**config.mk**
```make
export PLATFORM = sky130hd
export DESIGN_NAME = router_fsm
export DESIGN_NICKNAME = d
export VERILOG_FILES = /design/src/rtl/router_fsm.sv
export SDC_FILE = /design/constraint.sdc
export NUM_CORES = 1
export LEC_CHECK = 0
export CAP_MARGIN = 5
export CORE_AREA = 2 2 39 41
export DETAILED_ROUTE_END_ITERATION = 6
export DIE_AREA = 0 0 41 43
export HOLD_SLACK_MARGIN = 0.03
export PLACE_DENSITY = 0.67
export SLEW_MARGIN = 25
export SYNTH_ARGS = -nofsm -noshare
export SYNTH_HDL_FRONTEND = slang
export SYNTH_SLANG_ARGS = --single-unit
```
**constraint.sdc**
```tcl
create_clock -name clk -period 3.5 [get_ports clk]
set_input_delay 0.525 -clock clk [delete_from_list [all_inputs] [get_ports clk]]
set_output_delay 0.525 -clock clk [all_outputs]
set_load 0.02 [all_outputs]
```
**src/rtl/router_fsm.sv**
```systemverilog
// Input-side control FSM of the 1x3 router: header decode, payload load,
// full-FIFO stalling and parity capture, with per-port timeout soft reset.
module router_fsm (
    input  logic       clk,
    input  logic       resetn,
    input  logic       packet_valid,
    input  logic [1:0] datain,
    input  logic       fifo_full,
    input  logic       fifo_empty_0,
    input  logic       fifo_empty_1,
    input  logic       fifo_empty_2,
    input  logic       soft_reset_0,
    input  logic       soft_reset_1,
    input  logic       soft_reset_2,
    input  logic       parity_done,
    input  logic       low_packet_valid,
    output logic       detect_add,
    output logic       lfd_state,
    output logic       ld_state,
    output logic       full_state,
    output logic       laf_state,
    output logic       rst_int_reg,
    output logic       write_enb_reg,
    output logic       busy,
    output logic [1:0] addr_sel
);

    typedef enum logic [2:0] {
        ST_DA  = 3'd0,
        ST_LFD = 3'd1,
        ST_LD  = 3'd2,
        ST_LP  = 3'd3,
        ST_CPE = 3'd4,
        ST_FFS = 3'd5,
        ST_LAF = 3'd6,
        ST_WTE = 3'd7
    } state_t;

    state_t     state_q;
    state_t     state_d;
    logic [1:0] addr_sel_q;
    logic [1:0] addr_sel_d;
    logic [2:0] empty_vec_s;
    logic [2:0] soft_vec_s;
    logic       empty_hdr_s;
    logic       empty_sel_s;
    logic       soft_sel_s;

    // Port select over the three destinations; address 3 selects nothing.
    function automatic logic pick3(input logic [2:0] vec, input logic [1:0] idx);
        logic bit_v;
        case (idx)
            2'd0:    bit_v = vec[0];
            2'd1:    bit_v = vec[1];
            2'd2:    bit_v = vec[2];
            default: bit_v = 1'b0;
        endcase
        return bit_v;
    endfunction

    assign empty_vec_s = {fifo_empty_2, fifo_empty_1, fifo_empty_0};
    assign soft_vec_s  = {soft_reset_2, soft_reset_1, soft_reset_0};
    assign empty_hdr_s = pick3(empty_vec_s, datain);
    assign empty_sel_s = pick3(empty_vec_s, addr_sel_q);
    assign soft_sel_s  = pick3(soft_vec_s, addr_sel_q);
    assign addr_sel    = addr_sel_q;

    // State and address registers with synchronous active-low reset.
    always_ff @(posedge clk) begin
        if (!resetn) begin
            state_q    <= ST_DA;
            addr_sel_q <= 2'd0;
        end else begin
            state_q    <= state_d;
            addr_sel_q <= addr_sel_d;
        end
    end

    // Next-state selection; a timeout on the selected port overrides everything.
    always_comb begin
        state_d    = state_q;
        addr_sel_d = addr_sel_q;
        if ((state_q != ST_DA) && soft_sel_s) begin
            state_d = ST_DA;
        end else begin
            case (state_q)
                ST_DA: begin
                    if (packet_valid && (datain != 2'b11)) begin
                        addr_sel_d = datain;
                        state_d    = empty_hdr_s ? ST_LFD : ST_WTE;
                    end else begin
                        state_d = ST_DA;
                    end
                end
                ST_WTE:  state_d = empty_sel_s ? ST_LFD : ST_WTE;
                ST_LFD:  state_d = ST_LD;
                ST_LD: begin
                    if (fifo_full) begin
                        state_d = ST_FFS;
                    end else if (!packet_valid) begin
                        state_d = ST_LP;
                    end else begin
                        state_d = ST_LD;
                    end
                end
                ST_FFS:  state_d = fifo_full ? ST_FFS : ST_LAF;
                ST_LAF: begin
                    if (parity_done) begin
                        state_d = ST_DA;
                    end else if (low_packet_valid) begin
                        state_d = ST_LP;
                    end else begin
                        state_d = ST_LD;
                    end
                end
                ST_LP:   state_d = ST_CPE;
                ST_CPE:  state_d = fifo_full ? ST_FFS : ST_DA;
                default: state_d = ST_DA;
            endcase
        end
    end

    // Strobes are a pure decode of the registered state.
    always_comb begin
        detect_add    = 1'b0;
        lfd_state     = 1'b0;
        ld_state      = 1'b0;
        full_state    = 1'b0;
        laf_state     = 1'b0;
        rst_int_reg   = 1'b0;
        write_enb_reg = 1'b0;
        busy          = 1'b1;
        case (state_q)
            ST_DA: begin
                detect_add = 1'b1;
                busy       = 1'b0;
            end
            ST_LFD: begin
                lfd_state     = 1'b1;
                write_enb_reg = 1'b1;
            end
            ST_LD: begin
                ld_state      = 1'b1;
                write_enb_reg = 1'b1;
                busy          = 1'b0;
            end
            ST_LP:   write_enb_reg = 1'b1;
            ST_CPE:  rst_int_reg   = 1'b1;
            ST_FFS:  full_state    = 1'b1;
            ST_LAF: begin
                laf_state     = 1'b1;
                write_enb_reg = 1'b1;
            end
            ST_WTE:  busy = 1'b1;
            default: busy = 1'b1;
        endcase
    end

endmodule

```
==> qor.csv, run 1 <==
metric;value;unit
status;finished clean;
synth_top_area_cell;dfxtp_1;
path_class;flip-flop to primary output;
antenna_found_initial;0;
reg2reg_depth;3;
rr_endpoint;state_q[1]$_SDFF_PP0_;
drt_iter0_drc;5;
grt_pass1_vias;411;
post_cts_resized;0;
clock_latency;240;ps
crit_required;2970;ps
post-route-min-period;2335;ps
worstMarginPinSlew;452.1;ps
grt_max_degree;12;
ys.flop_type;dfxtp_1;
die_h;43;um
p_per_area;548.6;nW/um2
p_sw;0.0001521;W
vdd_drop_max;0.2322;mV
antenna-diode-count;0;
max_cap_violations;0;
hp-class;flip-flop to flip-flop;
p_leak;0.2597;nW
p_int;0.0002192;W
syn2layout_area_growth;57.27;%
pwr-share-comb;53.5;%
grt_setup_unrepaired;no;
rrSetupSlack;2040;ps
via_per_inst;5.239;
root_buffer;clkbuf_4;
yosysWarnings;0;
grt_first_pass_wirelength;1745;um
synthArstFlopShare;0;%
core-area;1384;um2
synth_cells;52;
dp_slack;1434;ps
drc_errors;0;
crit_path_start_kind;flip-flop;
finalSetupViolations;0;
place.gp.congestion;0.8601;
rows;14;
r2r-start;state_q[2]$_SDFF_PP0_;
crit_fanout;9;
avgSynthCellArea;8.277;um2
die_area;1763;um2
grt_use_total;15.09;%
period_share;66.70;%
hold_start;addr_sel[0]$_SDFFE_PN0P_;
fin_skew;1.956;ps
synth_cell_type_count;26;
hold_ws;633.0;ps
hold_path_end;addr_sel[0]$_SDFFE_PN0P_;
final.setup.worst_slack;1165;ps
htree_levels;1;
synth_area;430.4;um2
clk_pin_slew;40;ps
postCtsSetupRepairBufs;0;
crit_path_end_kind;primary output;
p_clk_share;18.2;%
layout.cells.non_filler;92;
syn-num-nets;66;
p_sw_share;40.96;%
drv_slew;0;
cts_buffers;3;
die_width;41;um
antenna_left;0;
cp.arrival;1810;ps
slew-limit-headroom;69.82;%
wire_per_inst;11.30;um
cts_sinks;5;
synth-edff-count;0;
grt-ovfl-total;0;
ys_ff_latch;5;
start_util;31.10;%
final_nets;91;
cts_tree;done;
synth_top_area_share;23.26;%
vias;482;
yosysMostFrequentCell;nor2_1;
num_io_pins;24;
port_buffers;23;
synth_commonest_cells;nor2_1 (7), dfxtp_1 (5);
dp_hpwl;824.6;um
ys_seq_area_share;23.26;%
routed_wl;1040;um
finalHoldViolations;0;
dr.pass1.iters;4;
hold_depth;1;
power_frac_seq;28.4;%
cts_hold_buf;0;
dp_cells;88;
finalSetupTns;0;ps
synth_area_leaders;dfxtp_1 (23%), nor2_1 (6.1%), buf_6 (5.2%), nor3b_1 (5.2%), o221a_1 (5.2%);
clockBufferDepth;2;
max_freq;0.4284;GHz
drive_above_1_share;10.53;%
cells by family after synthesis:
| group | after synthesis | synth area share, % |
|---|---|---|
| AO/OA/AOI/OAI | 17 | 27.03 |
| XOR/XNOR | 1 | 2.035 |
| buffers and inverters | 4 | 8.431 |
| flip-flops | 5 | 23.26 |
| multiplexers | 2 | 4.651 |
| AND/OR/NAND/NOR | 23 | 34.60 |
how the worst max path moves through the flow:
stage | startpoint | endpoint | slack, ps | cells after the start
after floorplan | state_q[2]$_SDFF_PP0_ | laf_state | 1850 | 2
after global placement | state_q[1]$_SDFF_PP0_ | laf_state | 1480 | 3
after detailed placement | state_q[1]$_SDFF_PP0_ | laf_state | 1430 | 3
after CTS | state_q[1]$_SDFF_PP0_ | laf_state | 1160 | 3
after global routing | state_q[1]$_SDFF_PP0_ | laf_state | 1020 | 3
final | state_q[1]$_SDFF_PP0_ | laf_state | 1170 | 3
power by group through the flow:
stage / Combinational, W / Clock, W / Sequential [W]
floorplan: 0.000148 / 0 / 0.0000840
global placement: 0.000200 / 0 / 0.000105
detailed placement: 0.000199 / 0 / 0.000107
CTS: 0.000200 / 0.0000701 / 0.000105
global route: 0.000216 / 0.0000743 / 0.000110
finish: 0.000199 / 0.0000675 / 0.000105
critical path: stages (launching register included):
cell and delay [ps]:
dfxtp_1 570, inv_4 60, nor3b_1 270, clkdlybuf4s50_1 660
metrics by stage:
step / power, W / utilization (%) / area [um2]
finish: 0.0003713 / 48.92 / 676.9
global route: 0.0004003 / 48.92 / 676.9
CTS: 0.0003757 / 48.92 / 676.9
detailed placement: 0.0003057 / 47.02 / 650.6
global placement: 0.0003053 / 47.02 / 650.6
floorplan: 0.0002316 / - / 430.4
cell usage in the layout (no fill, tap or decap), drive strengths merged, types with 2 or more instances in the layout:
cell,count
a211oi,2
nor2b,3
nand3b,2
a31oi,3
nand2,3
nor2,7
a21oi,3
o21ai,3
clkdlybuf4s50,23
dfxtp,5
nor3b,3
o221a,2
mux2i,2
o21a,2
clkbuf,4
registers in the layout, summed over array words and instances (netlist names):
name      count
addr_sel      2
state_q       3
cell type report:
class | count | area (um2)
multi-input combinational | 43 | 294.0
fill | 148 | 706.9
timing repair buffer | 23 | 230.2
tap | 16 | 20.02
sequential | 5 | 100.1
clock buffer | 4 | 26.28
inverter | 1 | 6.256
routing by layer:
layer	up-vias	track usage [%]	share of wire, %
li1	240	-	-
met1	217	19.42	44
met2	21	20.63	45
met3	4	3.141	7.9
met4	0	12.00	2.7
met5	-	0	0
Note: power is estimated with default switching activity, not from simulation.
==> run 2: changes to the inputs <==
==> constraint.sdc (replaced) <==
create_clock -name clk -period 2.4 [get_ports clk]
set_input_delay 0.36 -clock clk [delete_from_list [all_inputs] [get_ports clk]]
set_output_delay 0.36 -clock clk [all_outputs]
set_load 0.02 [all_outputs]
==> results of run 2 <==
The final DEF is identical to that of run 1. Status: finished clean.
Among the figures that moved: setup slack after placement 1434 ps -> 499.1 ps; setup slack after layout 1165 ps -> 230.5 ps; register-to-register setup slack 2040 ps -> 940 ps; total power 0.0003713 W -> 0.0005415 W; worst IR drop on VDD 0.2322 mV -> 0.3386 mV
